[src/rtl/reg_bank_2r1w_if.sv]
// Bus bundle for reg_bank_2r1w: write port, two read ports and the issue/pending-write scoreboard.
// Signal names match the register bank's datasheet so waveforms and checkers line up with it.
interface reg_bank_2r1w_if #(
  parameter int DATA_WIDTH = 16,
  parameter int ADDR_WIDTH = 2
);
  // No backpressure anywhere: every input is consumed on the edge it is presented,
  // and every output is a register that is valid from the edge after its inputs.
  logic                  WR;
  logic [ADDR_WIDTH-1:0] wr_addr;
  logic [DATA_WIDTH-1:0] wr_data;
  logic [ADDR_WIDTH-1:0] rs_addr;
  logic [ADDR_WIDTH-1:0] rt_addr;
  logic [DATA_WIDTH-1:0] rs_val;
  logic [DATA_WIDTH-1:0] rt_val;
  logic                  busy_set;
  logic [ADDR_WIDTH-1:0] busy_addr;
  logic                  rs_busy;
  logic                  rt_busy;

  modport master (
    output WR, wr_addr, wr_data, rs_addr, rt_addr, busy_set, busy_addr,
    input  rs_val, rt_val, rs_busy, rt_busy
  );

  modport slave (
    input  WR, wr_addr, wr_data, rs_addr, rt_addr, busy_set, busy_addr,
    output rs_val, rt_val, rs_busy, rt_busy
  );
endinterface

[src/rtl/reg_bank_2r1w.sv]
// Two-read/one-write register bank with write-to-read forwarding, optional hardwired
// zero register and a per-register pending-write (RAW hazard) scoreboard.
module reg_bank_2r1w #(
  parameter int DATA_WIDTH = 16,
  parameter int ADDR_WIDTH = 2,
  parameter int ZERO_REG   = 0
) (
  input  logic           clock,
  input  logic           reset,
  reg_bank_2r1w_if.slave bus
);
  localparam int NUM_REGS = 2 ** ADDR_WIDTH;

  logic [DATA_WIDTH-1:0] regs_q [NUM_REGS];
  logic [NUM_REGS-1:0]   busy_q;
  logic [NUM_REGS-1:0]   busy_d;
  logic                  wr_ok;
  logic [DATA_WIDTH-1:0] rs_d;
  logic [DATA_WIDTH-1:0] rt_d;

  // A write to register 0 is dropped entirely when it is hardwired to zero.
  assign wr_ok = bus.WR && !((ZERO_REG != 0) && (bus.wr_addr == '0));

  // Issue beats retire on the same register: the new producer owns the result now.
  always_comb begin
    busy_d = busy_q;
    for (int i = 0; i < NUM_REGS; i++) begin
      if (bus.WR && (bus.wr_addr == ADDR_WIDTH'(i)))
        busy_d[i] = 1'b0;
      if (bus.busy_set && (bus.busy_addr == ADDR_WIDTH'(i)))
        busy_d[i] = 1'b1;
    end
    if (ZERO_REG != 0)
      busy_d[0] = 1'b0;
  end

  always_comb begin
    rs_d = regs_q[bus.rs_addr];
    rt_d = regs_q[bus.rt_addr];
    if (wr_ok && (bus.wr_addr == bus.rs_addr))
      rs_d = bus.wr_data;
    if (wr_ok && (bus.wr_addr == bus.rt_addr))
      rt_d = bus.wr_data;
    if ((ZERO_REG != 0) && (bus.rs_addr == '0))
      rs_d = '0;
    if ((ZERO_REG != 0) && (bus.rt_addr == '0))
      rt_d = '0;
  end

  always_ff @(posedge clock) begin
    if (reset) begin
      for (int i = 0; i < NUM_REGS; i++)
        regs_q[i] <= '0;
      busy_q      <= '0;
      bus.rs_val  <= '0;
      bus.rt_val  <= '0;
      bus.rs_busy <= 1'b0;
      bus.rt_busy <= 1'b0;
    end else begin
      if (wr_ok)
        regs_q[bus.wr_addr] <= bus.wr_data;
      busy_q      <= busy_d;
      bus.rs_val  <= rs_d;
      bus.rt_val  <= rt_d;
      bus.rs_busy <= busy_d[bus.rs_addr];
      bus.rt_busy <= busy_d[bus.rt_addr];
    end
  end
endmodule

[src/flat_wrapper.sv]
// flat-port wrapper written by rule: the top's interface ports become plain ports
module reg_bank_2r1w_flat 
#(
  parameter int DATA_WIDTH = 16,
  parameter int ADDR_WIDTH = 2,
  parameter int ZERO_REG   = 0
)
  (clock, reset, bus_WR, bus_wr_addr, bus_wr_data, bus_rs_addr, bus_rt_addr, bus_busy_set, bus_busy_addr, bus_rs_val, bus_rt_val, bus_rs_busy, bus_rt_busy);
  reg_bank_2r1w_if #(.DATA_WIDTH(DATA_WIDTH), .ADDR_WIDTH(ADDR_WIDTH)) bus_i ();
  input  logic clock;
  input  logic reset;
  input wire logic [$bits(bus_i.WR)-1:0] bus_WR;
  input wire logic [$bits(bus_i.wr_addr)-1:0] bus_wr_addr;
  input wire logic [$bits(bus_i.wr_data)-1:0] bus_wr_data;
  input wire logic [$bits(bus_i.rs_addr)-1:0] bus_rs_addr;
  input wire logic [$bits(bus_i.rt_addr)-1:0] bus_rt_addr;
  input wire logic [$bits(bus_i.busy_set)-1:0] bus_busy_set;
  input wire logic [$bits(bus_i.busy_addr)-1:0] bus_busy_addr;
  output wire logic [$bits(bus_i.rs_val)-1:0] bus_rs_val;
  output wire logic [$bits(bus_i.rt_val)-1:0] bus_rt_val;
  output wire logic [$bits(bus_i.rs_busy)-1:0] bus_rs_busy;
  output wire logic [$bits(bus_i.rt_busy)-1:0] bus_rt_busy;
  assign bus_i.WR = bus_WR;
  assign bus_i.wr_addr = bus_wr_addr;
  assign bus_i.wr_data = bus_wr_data;
  assign bus_i.rs_addr = bus_rs_addr;
  assign bus_i.rt_addr = bus_rt_addr;
  assign bus_i.busy_set = bus_busy_set;
  assign bus_i.busy_addr = bus_busy_addr;
  assign bus_rs_val = bus_i.rs_val;
  assign bus_rt_val = bus_i.rt_val;
  assign bus_rs_busy = bus_i.rs_busy;
  assign bus_rt_busy = bus_i.rt_busy;
  reg_bank_2r1w #(.DATA_WIDTH(DATA_WIDTH), .ADDR_WIDTH(ADDR_WIDTH), .ZERO_REG(ZERO_REG)) u_core (.clock(clock), .reset(reset), .bus(bus_i));
endmodule
[config.mk]
export PLATFORM = sky130hd
export DESIGN_NAME = reg_bank_2r1w_flat
export DESIGN_NICKNAME = d
export VERILOG_FILES = /design/src/rtl/reg_bank_2r1w_if.sv /design/src/rtl/reg_bank_2r1w.sv /design/src/flat_wrapper.sv
export SDC_FILE = /design/constraint.sdc
export NUM_CORES = 1
export LEC_CHECK = 0
export CAP_MARGIN = 25
export CORE_MARGIN = 1.5
export CORE_UTILIZATION = 50
export CTS_CLUSTER_SIZE = 20
export DETAILED_ROUTE_END_ITERATION = 10
export PLACE_DENSITY = 0.76
export RECOVER_POWER = 25
export SLEW_MARGIN = 0
export SYNTH_ARGS = -nofsm -noshare
export SYNTH_HDL_FRONTEND = slang
export SYNTH_SLANG_ARGS = --single-unit
[constraint.sdc]
create_clock -name clock -period 2.38 [get_ports clock]
set_input_delay 0.238 -clock clock [delete_from_list [all_inputs] [get_ports clock]]
set_output_delay 0.238 -clock clock [all_outputs]
set_load 0.05 [all_outputs]
==> results of run 1 <==
[cell type report]
class	count	area, um^2
repair buffers	82	791
inverters	21	78.8
clock buffers	11	163
well taps	111	139
multi-input cells	193	1790
clock inverters	5	86.3
flip-flops and latches	102	2680
fillers	712	3470
[power by group through the flow]
stage | clock, mW | sequential [mW] | combinational [mW]
3_3_place_gp | 0 | 2.11 | 0.770
3_5_place_dp | 0 | 2.12 | 0.780
2_1_floorplan | 0 | 2.31 | 0.336
6_report | 1.27 | 2.08 | 0.771
5_1_grt | 1.36 | 2.10 | 0.813
4_1_cts | 1.29 | 2.08 | 0.780
[stage by stage]
step                      instances  cell area [um^2]
after global routing            525              5730
after global placement          509              5490
after floorplan                 340              4720
after CTS                       525              5740
after detailed placement        509              5490
final                           525              5730
[synthesized netlist by cell type, drive strengths merged]
| master | instances |
|---|---|
| o311ai | 1 |
| dfxtp | 38 |
| nand2b | 34 |
| nor3 | 2 |
| xnor2 | 1 |
| o32ai | 1 |
| o21bai | 3 |
| inv | 21 |
| o2111ai | 1 |
| a2bb2oi | 1 |
| mux4 | 34 |
| nor2 | 52 |
| a21oi | 2 |
| or2 | 1 |
| nand2 | 18 |
| o22ai | 2 |
| nand3 | 3 |
| and2 | 1 |
| clkbuf | 5 |
| a31o | 1 |
| mux2i | 32 |
| edfxtp | 64 |
| nor4 | 1 |
| o21ai | 2 |
| buf | 19 |
[worst paths after layout]
kind,start,end,slack (ps),cells after the start
min,u_core.busy_q[3]$_SDFF_PP0_,u_core.busy_q[3]$_SDFF_PP0_,500,2
max,bus_WR,u_core.regs_q[2][14]$_SDFFCE_PN0P_,450,6
min reg2reg,u_core.busy_q[3]$_SDFF_PP0_,u_core.busy_q[3]$_SDFF_PP0_,500,2
max reg2reg,u_core.regs_q[3][9]$_DFFE_PP_,u_core.bus.rt_val[9]$_SDFF_PP0_,1160,3
[sequential cells by signal (all words and copies together) (netlist names)]
register and count:
u_core.bus.rt_val 16, u_core.regs_q 64, u_core.bus.rs_busy 1, u_core.busy_q 4, u_core.bus.rs_val 16, u_core.bus.rt_busy 1
[kinds of logic after synthesis]
logic type                count (synthesis)  synth area share (%)
and+or+nand+nor                         112                  11.4
muxes                                    66                  23.0
buffers and inverters                    45                  5.22
xor gates and xnor gates                  1                 0.185
AOI/OAI and AO/OA                        14                  3.42
DFF                                     102                  56.8
[placed cells by master (no fill, tap or decap), types with 3 or more instances in the layout]
| master | synthesis | routed |
|---|---|---|
| nand3_1 | 3 | 3 |
| mux4_2 | 34 | 34 |
| dfxtp_1 | 38 | 38 |
| clkdlybuf4s50_1 | 0 | 60 |
| mux2i_1 | 32 | 32 |
| nor2_1 | 51 | 52 |
| clkbuf_8 | 0 | 10 |
| inv_1 | 20 | 20 |
| nand2_1 | 18 | 18 |
| edfxtp_1 | 64 | 64 |
| nand2b_1 | 33 | 33 |
| buf_4 | 2 | 18 |
[worst max-delay path: stages]
cell             delay, ps
clkdlybuf4s50_1        600
inv_2                  150
nor2_1                 490
buf_4                  320
nand2_1                190
nor2_1                 160
[routing by layer]
metal  up-vias  track usage, %
met5         -               0
met4         0            8.45
met3        16            3.48
met2        80            37.0
met1      1406            22.2
li1       1353               -
==> reports/results.tsv, run 1 <==
metric	value	unit
DRT antenna net count	0	
period utilization	81.2	%
Startpoint Class	input pin	
Worst-Margin Slew	579	ps
post-cts gate resize count	0	
final worst slack	447	ps
worst-skew pair later-pin latency	360	ps
vias per inst	5.44	
class of the most critical setup path	input pin to register	
synthesized area	4720	um^2
sw frac	25.8	%
Leak	2.22	nW
min Tclk post-route	1930	ps
max-cap violation count	0	
Crit path arrival time	2150	ps
Die X	100	um
CTS tree	done	
detailed-routing wirelength on met1	3.32	mm
share of cells above drive strength 1	19.8	%
Rel. slew slack	61.3	%
area grow syn2layout	21.2	%
Cell Rows	35	
Pwr per Cell Area	719	nW/um^2
Yosys warning total	0	
wire length per cell	17.7	um
htree depth	3	
RSZ-0062 raised after global routing	no	
initial antenna violation count	0	
Initial Util	51.4	%
Syn Area/Cell	13.9	um^2
CTS Buf Count	9	
maximum VDD drop	0.000524	V
outcome	completed	
router iterations before antenna repair	4	
Total Routing Usage GR	19.8	%
internal power	3.05	mW
length of routed met3 wiring	474	um
final WL	9.28	mm
cts hold-fix bufs	0	
Setup Total Neg Slack	0	ps
clock slew at reported path FFs	90	ps
PortBufs	61	
Core ar.	9200	um^2
critical path capture point type	register	
Hold Crit Class	register to register	
vias in the first global route	2879	
initial drt markers	147	
fin util	62.3	%
Post-DP HPWL	6.52	mm
largest net degree at the start of global routing	46	
fin. max-slew vios	0	
DRC errors left	0	
Sink Count	102	
DR top layer	met4	
first-pass GRT wire length	14.6	mm
top cell type's share of synthesized area	40.7	%
Ant. Diodes	0	
Vias	2855	
count of state elements after synthesis	102	
Root Driver	clkbuf_8	
Setup Buffers After CTS	0	
crit path max fanout	10	
Switch Pwr	1.06	mW
height of the die	100	um
achievable frequency	517	MHz
part of the power in registers	50.5	%
Clock power frac	30.8	%
Comb pwr share	18.7	%
Req. time, crit path	2600	ps
Nets	437	
dominant cell type by area after synthesis	edfxtp_1	
Final Hold Fails	0	
gpl congestion	0.793	
library cells used by synthesis	34	
hold slack	499	ps
worst slack at placement	262	ps
post-synthesis cell count	340	
clk_skew	9.91	ps
Final setup viols	0	
most area-consuming cells after synthesis	edfxtp_1 41%, mux4_2 16%, dfxtp_1 16%, mux2i_1 6.8%, nand2b_1 4.4%	
Seq/Total Area, Yosys	56.8	%
Tot Pwr	4.12	mW
post-synthesis net count	368	
CTS max path bufs	2	
die area	10000	um^2
met2 WL post-DR	5.28	mm
io pins	62	
Congestion Overflow GR	0	
Note: power is estimated with default switching activity, not from simulation.
==> inputs of run 2 (changes only) <==
CORE_UTILIZATION = 55   (was 50)
PLACE_DENSITY = 0.8   (was 0.76)
clock period = 1.8 ns   (was 2.38 ns; I/O delays follow)
==> run 2 against run 1 <==
Clock-buffer cell count did not move. Global-route usage rose by 4.6 points. Total power increased by 24%. Via count increased by 4.1%. First-iteration DRC count increased by 11%. Non-clock buffer count grew 15. Routed wire length is 8.5% higher. Flip-flop and latch count stayed put. Setup slack got worse by 410 ps. Combinational power increased by 39%. Critical path depth is the same. Critical path type unchanged. Highest routed layer unchanged.
==> reports/results.tsv, run 2 (same netlist as run 1, synthesis figures left out) <==
metric	value	unit	change
maximum VDD drop	0.000444	V	was 0.000524 V
Top delay family on crit path	buffers and inverters		unchanged
CTS max path bufs	2		unchanged
HP Start	bus_busy_addr[0]		was u_core.busy_q[3]$_SDFF_PP0_
max FFs per register	64		unchanged
share of cells above drive strength 1	21.9	%	was 19.8%
fin. max-slew vios	0		unchanged
area grow syn2layout	22.7	%	was 21.2%
Top Registers	u_core.regs_q (64), u_core.bus.rs_val (16), u_core.bus.rt_val (16)		unchanged
CTS Buf Count	9		unchanged
worst hold path cell count	2		unchanged
achievable frequency	567	MHz	
Worst Hold End	u_core.busy_q[0]$_SDFF_PP0_		was u_core.busy_q[3]$_SDFF_PP0_
leading cell type in the layout, fill and taps excluded	edfxtp_1		unchanged
reg-to-reg slack, setup	610	ps	was 1160 ps
worst-skew pair later-pin latency	360	ps	about the same
Total Routing Usage GR	24.4	%	was 19.8%
crit path max fanout	7		was 10
Core ar.	8260	um^2	was 9200 um^2
Die X	95.7	um	was 100 um
max-cap violation count	0		unchanged
height of the die	95.7	um	was 100 um
CP peak stage delay	570	ps	was 600 ps
clock slew at reported path FFs	90	ps	about the same
worst-path cell chain	dlygate4sd3_1, clkbuf_1, or2_0, o21bai_4, o22ai_2, mux4_2		was clkdlybuf4s50_1, inv_2, nor2_1, buf_4, nand2_1, nor2_1
Req. time, crit path	2040	ps	was 2600 ps
period utilization	98.0	%	
Final Cell Area	5790	um^2	was 5730 um^2
Critical Path Start	bus_wr_addr[0]		was bus_WR
Placed Area	5640	um^2	was 5490 um^2
clk_skew	14.6	ps	was 9.91 ps
reg2reg path depth	3		unchanged
largest net degree at the start of global routing	20		was 46
Hold Crit Class	input pin to register		was register to register
cts hold-fix bufs	0		unchanged
DRT antenna net count	0		unchanged
Nets	452		was 437
min Tclk post-route	1760	ps	
wire length per cell	18.9	um	was 17.7 um
Worst-Margin Slew	792	ps	was 579 ps
PortBufs	61		unchanged
Rel. slew slack	47.1	%	was 61.3%
top register by number of flip-flops	u_core.regs_q		unchanged
Final setup viols	0		unchanged
Final Hold Fails	0		unchanged
router iterations before antenna repair	4		unchanged
Startpoint Class	input pin		unchanged
Pwr per Cell Area	881	nW/um^2	was 719 nW/um^2
critical path capture point type	register		unchanged
final WL	10.1	mm	was 9.28 mm
die area	9150	um^2	was 10000 um^2
hold slack	484	ps	was 499 ps
Tot Pwr	5.10	mW	was 4.12 mW
Vias	2971		was 2855
io pins	62		unchanged
Crit path arrival time	2000	ps	was 2150 ps
initial antenna violation count	0		unchanged
DRC errors left	0		unchanged
most frequent cells in the layout	64 x edfxtp_1, 60 x clkdlybuf4s50_1, 51 x nor2_1		was 64 x edfxtp_1, 60 x clkdlybuf4s50_1, 52 x nor2_1
vias in the first global route	3127		was 2879
cell at the slowest stage of the critical path	dlygate4sd3_1		was clkdlybuf4s50_1
gpl congestion	0.839		was 0.793
outcome	completed		unchanged
initial drt markers	163		was 147
vias per inst	5.56		was 5.44
class of the most critical setup path	input pin to register		unchanged
Leak	2.25	nW	was 2.22 nW
FF-to-FF End	u_core.bus.rs_val[8]$_SDFF_PP0_		was u_core.bus.rt_val[9]$_SDFF_PP0_
post-cts gate resize count	0		unchanged
Congestion Overflow GR	0		unchanged
Ant. Diodes	0		unchanged
Sink Count	102		unchanged
Buf/Inv on CP	2		was 3
Setup Buffers After CTS	0		unchanged
worst r2r src	u_core.regs_q[3][8]$_DFFE_PP_		was u_core.regs_q[3][9]$_DFFE_PP_
Cell Rows	33		was 35
Initial Util	57.2	%	was 51.4%
RSZ-0062 raised after global routing	no		unchanged
Root Driver	clkbuf_8		unchanged
Post-DP HPWL	6.90	mm	was 6.52 mm
htree depth	3		unchanged
first-pass GRT wire length	15.8	mm	was 14.6 mm
CTS tree	done		unchanged
==> run 2: worst max path at each step <==
stage,cells after the start,slack (ps),end
2_1_floorplan,4,30,u_core.regs_q[2][0]$_SDFFCE_PN0P_
3_3_place_gp,5,-120,u_core.regs_q[0][13]$_SDFFCE_PN0P_
3_5_place_dp,5,-220,u_core.bus.rs_val[11]$_SDFF_PP0_
4_1_cts,1,90,bus_rt_val[6]
5_1_grt,5,30,u_core.regs_q[0][15]$_SDFFCE_PN0P_
6_report,6,40,u_core.bus.rt_busy$_SDFF_PP0_
==> run 2: layout make-up <==
cell class                 count  area (um^2)
multi-input combinational    193         1800
clock buffer                  11          131
inverter                      21         78.8
clock inverter                 5         36.3
timing repair buffer          97          933
sequential                   102         2680
fill                         585         2460
tap                          105          131
==> run 2: metal layers <==
| metal | track usage [%] | share of wire [%] |
|---|---|---|
| met5 | 0 | 0 |
| met4 | 10.8 | 2.2 |
| met1 | 28.0 | 39 |
| met3 | 4.07 | 3.7 |
| met2 | 44.4 | 55 |
==> run 2: power breakdown <==
part	internal (mW)	switching, mW	leakage, nW	total [mW]
Combinational	0.473	0.596	1.23	1.07
Sequential	2.68	0.0710	0.945	2.75
Clock	0.507	0.778	0.0776	1.28
Total	3.66	1.44	2.25	5.10
==> run 2: stage by stage <==
stage               std cells  worst slack, ps  setup TNS [ps]  util (%)
global route              534             27.4               0      70.2
detailed placement        518             -220          -17520      68.3
floorplan                 340             26.8               0         -
global placement          518             -120           -7840      68.3
CTS                       534             87.2               0      70.3
finish                    534             35.5               0      70.2
==> inputs of run 3 (changes only) <==
CORE_UTILIZATION = 60   (was 55)
CTS_BUF_LIST = sky130_fd_sc_hd__clkbuf_4 sky130_fd_sc_hd__clkbuf_8   (was unset)
PLACE_DENSITY = 0.86   (was 0.8)
clock period = 2.27 ns   (was 1.8 ns; I/O delays follow)
==> run 3 against run 2 <==
Hold slack better by 28 ps. Via count up 1.1%. Largest cell class unchanged. Sequential power down 20%. Total power down 18%. Non-clock buffer count down 10. Highest routed layer unchanged. Final area down 1.6%.
==> reports/results.tsv, run 3 (same netlist as run 1, synthesis figures left out) <==
metric	value	unit	change
Core ar.	7690	um^2	was 8260 um^2
htree depth	3		unchanged
post-cts gate resize count	0		unchanged
worst-path cell chain	dlygate4sd3_1, or2_0, o21bai_4, clkbuf_2		was dlygate4sd3_1, clkbuf_1, or2_0, o21bai_4, o22ai_2, mux4_2
critical path capture point type	register		unchanged
Ant. Diodes	0		unchanged
Vias	3004		was 2971
worst slack at placement	161	ps	was -220 ps
number of fill cells in the layout	524		was 585
gpl congestion	0.820		was 0.839
class of the most critical setup path	input pin to register		unchanged
final worst slack	357	ps	was 35.5 ps
router iterations before antenna repair	4		unchanged
Final Hold Fails	0		unchanged
Cell Count, Final, Fillers Out	521		was 534
largest net degree at the start of global routing	20		unchanged
clock slew at reported path FFs	90	ps	about the same
Rel. slew slack	64.8	%	was 47.1%
outcome	completed		unchanged
Congestion Overflow GR	0		unchanged
initial drt markers	169		was 163
vias per inst	5.77		was 5.56
share of cells above drive strength 1	20.3	%	was 21.9%
Setup Total Neg Slack	0	ps	unchanged
Sink Count	102		unchanged
fin. max-slew vios	0		unchanged
vias in the first global route	3159		was 3127
Hold Crit Class	register to register		was input pin to register
Pwr per Cell Area	736	nW/um^2	was 881 nW/um^2
CTS max path bufs	2		unchanged
CTS Buf Count	9		unchanged
maximum VDD drop	0.000584	V	was 0.000444 V
RSZ-0062 raised after global routing	no		unchanged
Root Driver	clkbuf_8		unchanged
most frequent cells in the layout	64 x edfxtp_1, 58 x clkdlybuf4s50_1, 52 x nor2_1		was 64 x edfxtp_1, 60 x clkdlybuf4s50_1, 51 x nor2_1
crit path max fanout	16		was 7
final WL	10.2	mm	was 10.1 mm
max-cap violation count	0		unchanged
Final setup viols	0		unchanged
initial antenna violation count	0		unchanged
CTS tree	done		unchanged
CP peak stage delay	690	ps	was 570 ps
Top Registers	u_core.regs_q (64), u_core.bus.rs_val (16), u_core.bus.rt_val (16)		unchanged
Nets	442		was 452
height of the die	91.7	um	was 95.7 um
reg2reg path depth	3		unchanged
Post-DP HPWL	7.04	mm	was 6.90 mm
io pins	62		unchanged
reg-to-reg slack, setup	1080	ps	was 610 ps
clk_skew	9.31	ps	was 14.6 ps
Total Routing Usage GR	26.0	%	was 24.4%
achievable frequency	523	MHz	
Req. time, crit path	2270	ps	was 2040 ps
Cell Rows	32		was 33
area grow syn2layout	20.7	%	was 22.7%
Startpoint Class	input pin		unchanged
Die X	91.7	um	was 95.7 um
PortBufs	61		unchanged
wire length per cell	19.6	um	was 18.9 um
Placed Area	5510	um^2	was 5640 um^2
Setup Buffers After CTS	0		unchanged
Final Cell Area	5700	um^2	was 5790 um^2
worst hold path cell count	2		unchanged
Initial Util	61.4	%	was 57.2%
die area	8410	um^2	was 9150 um^2
top register by number of flip-flops	u_core.regs_q		unchanged
hold slack	513	ps	was 484 ps
Worst-Margin Slew	526	ps	was 792 ps
max FFs per register	64		unchanged
cell at the slowest stage of the critical path	dlygate4sd3_1		unchanged
first-pass GRT wire length	16.0	mm	was 15.8 mm
cts hold-fix bufs	0		unchanged
Placed Cells	505		was 518
DRC errors left	0		unchanged
worst-skew pair later-pin latency	360	ps	about the same
DRT antenna net count	0		unchanged
Leak	2.21	nW	was 2.25 nW
period utilization	84.3	%	
min Tclk post-route	1910	ps	
Crit path arrival time	1910	ps	was 2000 ps
leading cell type in the layout, fill and taps excluded	edfxtp_1		unchanged
-- run 3: cell count changes in the layout (fill, tap and decap cells not counted), moves of 2 or more --
cell / change
clkbuf_2: +2
buf_12: -3
clkdlybuf4s50_1: -2
buf_4: -6
clkinvlp_4: -2
dlygate4sd3_1: +2
clkinv_4: +2
clkbuf_1: -2
-- run 3: layer usage --
| metal | global-route usage (%) | part of all wire [%] |
|---|---|---|
| met5 | 0 | 0 |
| met1 | 30.4 | 37 |
| met4 | 12.3 | 2.1 |
| met3 | 3.73 | 6.1 |
| met2 | 47.1 | 55 |
-- run 3: final cells by class --
| class | count | area (um^2) | area share (%) |
|---|---|---|---|
| inverter | 21 | 78.8 | 1.38 |
| sequential | 102 | 2680 | 47.1 |
| clock buffer | 12 | 153 | 2.68 |
| clock inverter | 4 | 56.3 | 0.988 |
| tap | 102 | 128 | 2.24 |
| multi-input combinational | 193 | 1790 | 31.3 |
| timing repair buffer | 87 | 816 | 14.3 |
-- run 3: final timing paths --
kind | start | end
min | u_core.busy_q[3]$_SDFF_PP0_ | u_core.busy_q[3]$_SDFF_PP0_
max | bus_wr_addr[0] | u_core.regs_q[0][9]$_SDFFCE_PN0P_
max reg2reg | u_core.regs_q[2][0]$_SDFFCE_PN0P_ | u_core.bus.rs_val[0]$_SDFF_PP0_
min reg2reg | u_core.busy_q[3]$_SDFF_PP0_ | u_core.busy_q[3]$_SDFF_PP0_
-- run 3: power by group --
part / total [mW] / leakage, nW / switching (mW) / internal [mW]
logic: 0.821 / 1.16 / 0.468 / 0.353
clock network: 1.19 / 0.108 / 0.616 / 0.572
registers: 2.19 / 0.945 / 0.0626 / 2.13
total: 4.20 / 2.21 / 1.15 / 3.05
-- run 3: stage by stage --
stage | utilization (%) | total power, mW
after floorplan | - | 2.77
after global placement | 71.7 | 3.02
after detailed placement | 71.7 | 3.06
after CTS | 74.4 | 4.21
after global routing | 74.2 | 4.32
final | 74.2 | 4.20
-- run 3: critical path, delay by kind of cell --
kind | cells | cell delay (ps)
buffers and inverters | 2 | 1140
and+or+nand+nor | 1 | 350
AOI/OAI and AO/OA | 1 | 170
